### config.mk
export PLATFORM = sky130hd
export DESIGN_NAME = clk_div_rst_gen
export DESIGN_NICKNAME = d
export VERILOG_FILES = /design/src/rtl/clk_rst_pkg.sv /design/src/rtl/clk_div_ch.sv /design/src/rtl/clk_div_rst_gen.sv
export SDC_FILE = /design/constraint.sdc
export NUM_CORES = 1
export LEC_CHECK = 0
export BUFFER_PORTS_ARGS = -buffer_cell sky130_fd_sc_hd__buf_4
export CORE_MARGIN = 10
export CORE_UTILIZATION = 52
export DETAILED_ROUTE_END_ITERATION = 12
export MAX_ROUTING_LAYER = met4
export PLACE_DENSITY_LB_ADDON = 0.25
export SLEW_MARGIN = 20
export SYNTH_ARGS = -nofsm -noshare
export SYNTH_HDL_FRONTEND = slang
export SYNTH_SLANG_ARGS = --single-unit
export TNS_END_PERCENT = 10
### constraint.sdc
create_clock -name clk_in -period 4.78 [get_ports clk_in]
set_input_delay 0.239 -clock clk_in [delete_from_list [all_inputs] [get_ports clk_in]]
set_output_delay 0.239 -clock clk_in [all_outputs]
set_load 0.005 [all_outputs]
### src/rtl/clk_rst_pkg.sv
// Shared types and constants for the clock-divider / reset-sequencing block.
package clk_rst_pkg;

   typedef enum logic [1:0] {
      S_RST  = 2'd0,
      S_SYNC = 2'd1,
      S_SEQ  = 2'd2,
      S_RUN  = 2'd3
   } seq_state_t;

   localparam int unsigned RATIO_MIN = 2;

   localparam logic RST_N_ASSERTED = 1'b0;
   localparam logic DIV_CLK_RST    = 1'b0;
   localparam logic TICK_RST       = 1'b0;
   localparam logic SEQ_DONE_RST   = 1'b0;

endpackage

### src/rtl/clk_div_ch.sv
// One divider channel: wrap-sampled ratio/enable, registered divided clock and tick.
// Outputs are computed from next-state so each is a plain flop with no input-to-output path.
module clk_div_ch
   import clk_rst_pkg::*;
#(
   parameter int CNT_W = 8
) (
   input  logic             clk_in,
   input  logic             rst_async,
   input  logic             ch_rst_n,
   input  logic [CNT_W-1:0] ratio,
   input  logic             en,
   input  logic             align,
   output logic             clk_div,
   output logic             tick
);

   function automatic logic [CNT_W-1:0] eff_ratio(input logic [CNT_W-1:0] r);
      return (r < CNT_W'(RATIO_MIN)) ? CNT_W'(RATIO_MIN) : r;
   endfunction

   logic [CNT_W-1:0] cnt_q, cnt_nxt;
   logic [CNT_W-1:0] ratio_q, ratio_nxt;
   logic             run_q, run_nxt;

   // Ratio and enable are only taken at a period boundary, so a period is never cut short.
   always_comb begin
      cnt_nxt   = cnt_q;
      ratio_nxt = ratio_q;
      run_nxt   = run_q;
      if (!ch_rst_n) begin
         cnt_nxt   = '0;
         ratio_nxt = eff_ratio(ratio);
         run_nxt   = 1'b0;
      end else if (run_q && align) begin
         cnt_nxt   = '0;
         ratio_nxt = eff_ratio(ratio);
      end else if (!run_q || (cnt_q == ratio_q - CNT_W'(1))) begin
         cnt_nxt = '0;
         run_nxt = en;
         if (en) begin
            ratio_nxt = eff_ratio(ratio);
         end
      end else begin
         cnt_nxt = cnt_q + CNT_W'(1);
      end
   end

   always_ff @(posedge clk_in or posedge rst_async) begin
      if (rst_async) begin
         cnt_q   <= '0;
         ratio_q <= CNT_W'(RATIO_MIN);
         run_q   <= 1'b0;
         clk_div <= DIV_CLK_RST;
         tick    <= TICK_RST;
      end else begin
         cnt_q   <= cnt_nxt;
         ratio_q <= ratio_nxt;
         run_q   <= run_nxt;
         clk_div <= run_nxt && (cnt_nxt < (ratio_nxt >> 1));
         tick    <= run_nxt && (cnt_nxt == '0);
      end
   end

endmodule

### src/rtl/clk_div_rst_gen.sv
// Clock-divider bank with synchronised global reset and staggered per-channel reset release.
// Optional build macro CLK_DIV_RST_GEN_PHASE_ALIGN_EN enables align_i phase realignment in S_RUN.
module clk_div_rst_gen
   import clk_rst_pkg::*;
#(
   parameter int N_CH        = 4,
   parameter int CNT_W       = 8,
   parameter int SYNC_STAGES = 2,
   parameter int RST_GAP     = 4
) (
   input  logic                  clk_in,
   input  logic                  rst_async,
   input  logic [N_CH*CNT_W-1:0] div_ratio_i,
   input  logic [N_CH-1:0]       div_en_i,
   input  logic                  align_i,
   output logic [N_CH-1:0]       clk_div_o,
   output logic [N_CH-1:0]       clk_tick_o,
   output logic                  rst_sync_n_o,
   output logic [N_CH-1:0]       rst_ch_n_o,
   output logic                  seq_done_o
);

   localparam int GAP_W = (RST_GAP > 1) ? $clog2(RST_GAP) : 1;
   localparam int IDX_W = (N_CH > 1) ? $clog2(N_CH) : 1;

   seq_state_t             state_q, state_nxt;
   logic [SYNC_STAGES-1:0] sync_q;
   logic [GAP_W-1:0]       gap_q, gap_nxt;
   logic [IDX_W-1:0]       idx_q, idx_nxt;
   logic [N_CH-1:0]        rst_ch_nxt;
   logic                   done_nxt;
   logic                   align_act;

   // Asynchronous assert, synchronous deassert of the global reset.
   always_ff @(posedge clk_in or posedge rst_async) begin
      if (rst_async) begin
         sync_q <= '0;
      end else begin
         sync_q <= {sync_q[SYNC_STAGES-2:0], 1'b1};
      end
   end

   assign rst_sync_n_o = sync_q[SYNC_STAGES-1];

   always_ff @(posedge clk_in or posedge rst_async) begin
      if (rst_async) begin
         state_q    <= S_RST;
         gap_q      <= '0;
         idx_q      <= '0;
         rst_ch_n_o <= {N_CH{RST_N_ASSERTED}};
         seq_done_o <= SEQ_DONE_RST;
      end else begin
         state_q    <= state_nxt;
         gap_q      <= gap_nxt;
         idx_q      <= idx_nxt;
         rst_ch_n_o <= rst_ch_nxt;
         seq_done_o <= done_nxt;
      end
   end

   // Channel 0 leaves reset on the same edge as the global reset; the rest follow RST_GAP apart.
   always_comb begin
      state_nxt  = state_q;
      gap_nxt    = gap_q;
      idx_nxt    = idx_q;
      rst_ch_nxt = rst_ch_n_o;
      done_nxt   = seq_done_o;
      unique case (state_q)
         S_RST: state_nxt = S_SYNC;
         S_SYNC: begin
            if (sync_q[SYNC_STAGES-2]) begin
               rst_ch_nxt[0] = 1'b1;
               gap_nxt       = '0;
               idx_nxt       = IDX_W'(1);
               if (N_CH == 1) begin
                  state_nxt = S_RUN;
                  done_nxt  = 1'b1;
               end else begin
                  state_nxt = S_SEQ;
               end
            end
         end
         S_SEQ: begin
            if (gap_q == GAP_W'(RST_GAP - 1)) begin
               rst_ch_nxt[idx_q] = 1'b1;
               gap_nxt           = '0;
               idx_nxt           = idx_q + IDX_W'(1);
               if (idx_q == IDX_W'(N_CH - 1)) begin
                  state_nxt = S_RUN;
                  done_nxt  = 1'b1;
               end
            end else begin
               gap_nxt = gap_q + GAP_W'(1);
            end
         end
         S_RUN: done_nxt = 1'b1;
         default: state_nxt = S_RST;
      endcase
   end

`ifdef CLK_DIV_RST_GEN_PHASE_ALIGN_EN
   assign align_act = align_i && (state_q == S_RUN);
`else
   logic unused_align;
   assign unused_align = align_i;
   assign align_act    = 1'b0;
`endif

   for (genvar i = 0; i < N_CH; i++) begin : g_ch
      clk_div_ch #(
         .CNT_W(CNT_W)
      ) u_ch (
         .clk_in    (clk_in),
         .rst_async (rst_async),
         .ch_rst_n  (rst_ch_n_o[i]),
         .ratio     (div_ratio_i[i*CNT_W +: CNT_W]),
         .en        (div_en_i[i]),
         .align     (align_act),
         .clk_div   (clk_div_o[i]),
         .tick      (clk_tick_o[i])
      );
   end

endmodule
==> results by group, run 1 <==
Outcome
  • Status: finished, violations left
  • Violated checks: hold timing

Clock tree
  • Cts repair resizes: 0
  • Hold buffers post-CTS: 0
  • Clock sinks: 89
  • Clk slew on worst S/H paths: 0.06 ns
  • Clock root buffer: clkbuf_16
  • Htree depth: 3
  • Setup bufs post-CTS: 0
  • CTS tree: yes
  • Clock insertion delay at the later pin of the skew report: 0.35 ns
  • Num CTS Buffers: 9
  • Clock tree buffer depth: 2

Power and ir drop
  • Lkg Pwr: 2.960 nW
  • Pwr dens: 429.4 nW/µm²
  • Tot Pwr: 2.843 mW
  • Peak VDD IR: 0.0002193 V

Finish
  • Layout Utilization: 60.55%
  • Syn-to-layout area delta: 12.81%
  • N_diodes: 0
  • Layout cells sized above 1: 14.71%
  • Post-route cell area: around 6600 µm²
  • Non-filler cells, final: about 800
  • Nets: 714

Critical path
  • R2r setup slk: 0.54 ns
  • Reg2reg start: g_ch[2].u_ch.ratio_q[0]$_DFFE_PP0P_
  • CP max stage delay: ~0.52 ns
  • Crit Path Class: flip-flop to flip-flop
  • Type of origin of the critical path: flip-flop
  • R2R depth: 13
  • Crit path DAT: 4.50 ns
  • Reg-to-reg endpoint: g_ch[2].u_ch.clk_div$_DFF_PP0_
  • Slowest cell on the critical path: or4_1
  • Critical Path RT: 5.05 ns
  • Crit-path max FO: 8
  • Crit end category: flip-flop
  • Crit-path cells: inv_1, ha_1, or3b_4, or4_1, a2111oi_2, a21oi_1, nand2b_1, mux2i_1, ha_1, a21o_1, a221o_1, or4_1, o21ai_1

Synth
  • Post-synthesis cell count: 604
  • Syn nets: 684
  • Cell variety after synth: a little under 70
  • Ys flop type: dfrtp_1
  • Synth Register Bits: 89
  • Number of flops mapped to enable cells by yosys: 0
  • Sequential-to-total area share from yosys stat: around two fifths
  • Synth Warn #: 0
  • Syn_area_per_cell: 9.718 µm²
  • Post-synth ARST share: 100.0%
  • Netlist Area Pre-Place: 5869 µm²

Global routing
  • Largest net degree at the start of global routing: between 50 and 60
  • Vias in the first global route: 4546
  • Grt total ovfl: 0
  • Initial antenna violation count: 0
  • Global-route wire length before repair: 22190 µm
  • All-Layer GR Usage: 17.00%

Place
  • Placed Instances: 763
  • Post-DP HPWL: roughly 9700 µm
  • Pre-CTS setup slack: 0.5926 ns
  • Placer congestion estimate: about 0.85
  • Placed cell area: 6262 µm²
  • PortBufs: 51

STA
  • Clk_skew: approximately 0.014 ns
  • Final WS setup: 0.5434 ns
  • Actual slew at the worst max-slew pin: 0.7114 ns
  • Final setup fails: 0
  • Crit path time final: 4.237 ns
  • Max Fclk: 0.2360 GHz
  • Unrepaired setup endpoints after global routing: no
  • Fin Hold WS: -0.01194 ns
  • Final Hold Fails: 9
  • Pins over their slew limit: 0
  • Final Cycle Share: 88.63%
  • Slew HR: 52.57%
  • Setup TNS: 0 ns

Floorplanning
  • Die Y-Extent: 126.2 µm
  • Die width: between 100 and 150 µm
  • Core Rows: 38
  • Die Area: 15940 µm²
  • Core box area: between 10000 and 15000 µm²
  • Initial Utilization: ~54%
  • IO Count: 53

Drt
  • Drt pass-1 iters: 5
  • Final WL: 13040 µm
  • Drt drc: 0
  • Iteration-0 DRC Markers: 266
  • Via-per-instance ratio: 5.711
  • DRT antenna net count: 0
  • Post-DR wirelength/cell: between 15 and 20 µm
  • Via count: 4449

Job
  • Max-cap check violation count: 0

Min path
  • Hold Path Class: input port to asynchronous set/reset pin
[power breakdown]
| group | internal [mW] | total [mW] | switching, mW | leakage, nW |
|---|---|---|---|---|
| combinational | 0.434 | 0.909 | 0.475 | 1.67 |
| sequential | 0.892 | 1.07 | 0.175 | 1.11 |
| clock | 0.563 | 0.867 | 0.304 | 0.176 |
| total | 1.89 | 2.84 | 0.955 | 2.96 |
[per-layer routing]
layer	GRT usage, %	up-vias	routed length [µm]
met2	28.12	75	6537
met4	6.162	0	276
met5	-	-	0
met3	3.020	22	367
met1	20.32	2134	5855
li1	-	2218	-
[kinds of logic after synthesis]
group                      share of synthesized area, %
buffers and inverters                             5.969
DFF                                               38.03
muxes                                             6.928
xor gates and xnor gates                          9.102
other                                           0.06389
adders and majority gates                         8.740
AOI/OAI and AO/OA                                 12.88
and+or+nand+nor                                   18.29
[synth_stat cells (3+ instances only)]
| cell | instances | area (µm²) |
|---|---|---|
| buf_4 | 12 | 90.09 |
| a211oi_1 | 5 | 37.54 |
| clkbuf_1 | 21 | 78.83 |
| and2_1 | 6 | 37.54 |
| xor2_1 | 22 | 192.7 |
| a21oi_1 | 16 | 80.08 |
| o21ai_0 | 8 | 40.04 |
| a31o_2 | 3 | 26.28 |
| a211o_1 | 4 | 35.03 |
| xnor2_1 | 39 | 341.6 |
| nor3b_1 | 4 | 30.03 |
| o31ai_1 | 5 | 37.54 |
| inv_1 | 40 | 150.1 |
| nand4_1 | 6 | 37.54 |
| mux2i_1 | 26 | 260.3 |
| o21ai_1 | 10 | 50.05 |
| nor4_1 | 7 | 43.79 |
| a21o_1 | 6 | 45.04 |
| dfrtp_1 | 85 | 2127 |
| nor2b_1 | 7 | 43.79 |
| nand4b_1 | 3 | 26.28 |
| or4_1 | 8 | 60.06 |
| or2_2 | 5 | 31.28 |
| nor2_1 | 34 | 127.6 |
| o2111ai_1 | 3 | 26.28 |
| and3_1 | 11 | 68.82 |
| a2111oi_2 | 3 | 45.04 |
| ha_1 | 41 | 513.0 |
| o211ai_1 | 6 | 45.04 |
| nand3_1 | 30 | 150.1 |
| nor3_1 | 22 | 110.1 |
| a221o_1 | 3 | 30.03 |
| a31oi_1 | 8 | 50.05 |
| mux2_1 | 12 | 135.1 |
| nand2b_1 | 10 | 62.56 |
| dfstp_2 | 4 | 105.1 |
| nand2_1 | 24 | 90.09 |
[critical path, delay by kind of cell, from the launching register on]
family	cells	cell delay [ns]
fa+ha+maj	2	0.46
simple gates	4	1.71
mux	1	0.31
buf+inv	1	0.08
flops	1	0.43
compound gates	5	1.17
[worst max-delay path by stage]
stage / from / endpoint / slack (ns) / depth (start not counted)
CTS: g_ch[2].u_ch.ratio_q[0]$_DFFE_PP0P_ / g_ch[2].u_ch.clk_div$_DFF_PP0_ / 0.53 / 13
finish: g_ch[2].u_ch.ratio_q[0]$_DFFE_PP0P_ / g_ch[2].u_ch.clk_div$_DFF_PP0_ / 0.54 / 13
global route: g_ch[2].u_ch.ratio_q[0]$_DFFE_PP0P_ / g_ch[2].u_ch.clk_div$_DFF_PP0_ / 0.25 / 13
global placement: g_ch[2].u_ch.ratio_q[0]$_DFFE_PP0P_ / g_ch[2].u_ch.clk_div$_DFF_PP0_ / 0.71 / 13
floorplan: g_ch[2].u_ch.ratio_q[0]$_DFFE_PP0P_ / g_ch[2].u_ch.clk_div$_DFF_PP0_ / 0.90 / 14
detailed placement: g_ch[2].u_ch.ratio_q[0]$_DFFE_PP0P_ / g_ch[2].u_ch.clk_div$_DFF_PP0_ / 0.59 / 13
[sequential cells by signal, indices dropped and copies added, names as in the netlist]
register           flops
g_ch.u_ch.cnt_q       32
g_ch.u_ch.ratio_q     32
g_ch.u_ch.clk_div      4
g_ch.u_ch.run_q        4
g_ch.u_ch.tick         4
rst_ch_n_o             4
gap_q                  2
idx_q                  2
state_q                2
sync_q                 2
seq_done_o             1
[cell type report]
cell class | count | area (µm²)
fill | 896 | 4314
multi-input combinational | 438 | 3287
sequential | 89 | 2232
timing repair buffer | 55 | 412.9
clock buffer | 10 | 229.0
tap | 140 | 175.2
inverter | 41 | 155.1
clock inverter | 6 | 130.1
[cell usage in the layout, fill, tap and decap left out, drive strengths merged, types with 6 or more instances in the layout]
master	n
dfrtp	85
buf	55
ha	41
inv	40
xnor2	39
nor2	36
nand3	30
mux2i	26
nand2	24
nor3	22
xor2	22
o21ai	18
a21oi	16
mux2	13
and3	11
nand2b	10
clkbuf	10
or4	8
a31oi	8
nor2b	7
nor4	7
nand4	6
o211ai	6
and2	6
a21o	6
Power figures use the tool's default switching activity.
==> inputs of run 2 (changes only) <==
==> constraint.sdc (replaced) <==
create_clock -name clk_in -period 4.2 [get_ports clk_in]
set_input_delay 0.21 -clock clk_in [delete_from_list [all_inputs] [get_ports clk_in]]
set_output_delay 0.21 -clock clk_in [all_outputs]
set_load 0.02 [all_outputs]
==> run 2 against run 1 <==
Against the previous run:
- the flow still finishes with violations (hold timing)
- sequential share of layout area decreased by 0.057 points
- worst setup slack worse by 0.36 ns
- wire length rose by 1.4%
- cell count is 0.64% higher
- sequential cell count is the same
- count of clock-buffer cells in the layout did not move
- utilization up 0.10 points
- critical endpoint unchanged
- highest routed layer unchanged
==> results by group, run 2 (synthesized netlist as in run 1, its figures left out) <==
Outcome
  • Status: finished, violations left (unchanged)
  • Violated checks: hold timing (unchanged)

Place
  • Placed cell area: 6300 µm² (was 6262 µm²)
  • Post-DP HPWL: 9941 µm (was 9670 µm)
  • PortBufs: 51 (unchanged)
  • Placer congestion estimate: 0.8820 (was 0.8492)
  • Placed Instances: 768 (was 763)

Global routing
  • Global-route wire length before repair: 22620 µm (was 22190 µm)
  • All-Layer GR Usage: 17.36% (was 17.00%)
  • Grt total ovfl: 0 (unchanged)
  • Initial antenna violation count: 0 (unchanged)
  • Largest net degree at the start of global routing: 47 (was 51)
  • Vias in the first global route: 4692 (was 4546)

Power and ir drop
  • Pwr dens: 471.8 nW/µm² (was 429.4 nW/µm²)
  • Lkg Pwr: 2.962 nW (was 2.960 nW)
  • Tot Pwr: 3.129 mW (was 2.843 mW)
  • Peak VDD IR: 0.0002552 V (was 0.0002193 V)

STA
  • Final Hold Fails: 17 (was 9)
  • Actual slew at the worst max-slew pin: 0.7722 ns (was 0.7114 ns)
  • Fin Hold WS: -0.01200 ns (was -0.01194 ns)
  • Slew HR: 48.46% (was 52.57%)
  • Final Cycle Share: 95.53% (was 88.63%)
  • Final setup fails: 0 (unchanged)
  • Setup TNS: 0 ns (unchanged)
  • Clk_skew: 0.007940 ns (was 0.01374 ns)
  • Max Fclk: 0.2492 GHz (was 0.2360 GHz)
  • Crit path time final: 4.012 ns (was 4.237 ns)
  • Pins over their slew limit: 0 (unchanged)

Clock tree
  • Clock sinks: 89 (unchanged)
  • Num CTS Buffers: 9 (unchanged)
  • Clk slew on worst S/H paths: 0.07 ns (was 0.06 ns)
  • CTS tree: yes (unchanged)
  • Clock insertion delay at the later pin of the skew report: 0.34 ns (was 0.35 ns)
  • Clock root buffer: clkbuf_16 (unchanged)
  • Htree depth: 3 (unchanged)
  • Setup bufs post-CTS: 0 (unchanged)
  • Clock tree buffer depth: 2 (unchanged)

Drt
  • Drt drc: 0 (unchanged)
  • Drt pass-1 iters: 4 (was 5)
  • Final WL: 13220 µm (was 13040 µm)
  • Iteration-0 DRC Markers: 303 (was 266)
  • Via-per-instance ratio: 5.833 (was 5.711)
  • Via count: 4573 (was 4449)
  • Post-DR wirelength/cell: 16.86 µm (was 16.74 µm)
  • DRT antenna net count: 0 (unchanged)

Min path
  • Hold Path Class: input port to asynchronous set/reset pin (unchanged)

Finish
  • Non-filler cells, final: 784 (was 779)
  • Nets: 719 (was 714)
  • Largest registers: g_ch.u_ch.cnt_q x32, g_ch.u_ch.ratio_q x32 (unchanged)
  • N_diodes: 0 (unchanged)
  • Commonest cells after routing, fill and taps aside: 85 x dfrtp_1, 60 x buf_4, 41 x ha_1 (was 85 x dfrtp_1, 55 x buf_4, 41 x ha_1)
  • Syn-to-layout area delta: 13.00% (was 12.81%)
  • Post-route cell area: 6633 µm² (was 6621 µm²)
  • Layout cells sized above 1: 15.68% (was 14.71%)
  • Commonest non-fill, non-tap cell in the layout: dfrtp_1 (unchanged)

Critical path
  • Crit-path cells: inv_1, ha_1, or3b_4, or4_1, a2111oi_4, a21oi_1, nand2b_2, mux2i_1, ha_1, a21o_1, a221o_1, or4_1, o21ai_1 (was inv_1, ha_1, or3b_4, or4_1, a2111oi_2, a21oi_1, nand2b_1, mux2i_1, ha_1, a21o_1, a221o_1, or4_1, o21ai_1)
  • Slowest cell on the critical path: or4_1 (unchanged)
  • Crit-path max FO: 5 (was 8)
  • Crit path DAT: 4.28 ns (was 4.50 ns)
  • Type of origin of the critical path: flip-flop (unchanged)
  • Crit Path Class: flip-flop to flip-flop (unchanged)
  • Critical Path RT: 4.47 ns (was 5.05 ns)
  • CP max stage delay: 0.54 ns (was 0.52 ns)
  • R2r setup slk: 0.19 ns (was 0.54 ns)
  • Cell family with most CP delay: simple AND/OR/NAND/NOR gates (unchanged)
  • Crit end category: flip-flop (unchanged)
  • Buf/Inv on CP: 1 (unchanged)

Floorplanning
  • Core box area: 10940 µm² (unchanged)
  • Die Y-Extent: 126.2 µm (unchanged)
  • IO Count: 53 (unchanged)
  • Core Rows: 38 (unchanged)
  • Die Area: 15940 µm² (unchanged)
  • Die width: 126.2 µm (unchanged)
  • Initial Utilization: 53.67% (unchanged)

Job
  • Max-cap check violation count: 0 (unchanged)
[run 2: cell types whose count changed in the layout (fill, tap and decap cells not counted)]
| cell | delta |
|---|---|
| nand2b_2 | +1 |
| a2111oi_4 | +1 |
| o2111ai_1 | -1 |
| clkinv_2 | +1 |
| a2111oi_2 | -1 |
| bufinv_16 | -2 |
| nand2b_1 | -1 |
| o2111ai_2 | +1 |
| clkinvlp_4 | +1 |
| buf_4 | +5 |
[run 2: final timing paths]
| kind | from | end | depth (start not counted) |
|---|---|---|---|
| max in group asynchronous | rst_async | g_ch[0].u_ch.ratio_q[0]$_DFFE_PP0P_ | 3 |
| worst min register to register | sync_q[0]$_DFF_PP0_ | sync_q[1]$_DFF_PP0_ | 0 |
| min in group clk_in | div_ratio_i[27] | g_ch[3].u_ch.ratio_q[3]$_DFF_PP0_ | 2 |
| worst min-delay path | rst_async | g_ch[0].u_ch.tick$_DFF_PP0_ | 2 |
| worst max register to register | g_ch[2].u_ch.ratio_q[0]$_DFFE_PP0P_ | g_ch[2].u_ch.clk_div$_DFF_PP0_ | 13 |
| worst max-delay path | g_ch[2].u_ch.ratio_q[0]$_DFFE_PP0P_ | g_ch[2].u_ch.clk_div$_DFF_PP0_ | 13 |
[run 2: area by class of cell]
cell class | instances | area (µm²)
Timing Repair Buffer | 60 | 450.4
Multi-Input combinational cell | 438 | 3308
Tap cell | 140 | 175.2
Clock buffer | 10 | 229.0
Sequential cell | 89 | 2232
Clock inverter | 6 | 82.58
Fill cell | 949 | 4303
Inverter | 41 | 155.1
[run 2: routing by layer]
layer / global-route usage (%) / vias to the layer above / wire length (µm)
li1: - / 2228 / -
met1: 20.69 / 2225 / 5856
met2: 28.82 / 91 / 6696
met3: 2.223 / 29 / 333
met4: 7.636 / 0 / 336
met5: - / - / 0
[run 2: where the power goes]
group | internal, mW | switching [mW]
clock network | 0.519 | 0.341
registers | 1.01 | 0.201
logic | 0.496 | 0.558
total | 2.03 | 1.10
[run 2: timing repair]
item	4_1_cts	5_1_grt
setup endpoints to repair	0	2
resized for setup	0	3
hold endpoints to repair	0	0
hold buffers	0	0
[run 2: through the flow]
step | utilization, % | hold slack, ns | worst slack [ns]
6_report | 60.65 | -0.01200 | 0.1877
5_1_grt | 60.65 | 0.05303 | -0.01430
4_1_cts | 60.46 | 0.01968 | 0.1495
3_5_place_dp | 57.61 | 0.3817 | 0.2075
3_3_place_gp | 57.61 | 0.3722 | 0.3046
2_1_floorplan | - | 0.3342 | 0.3202
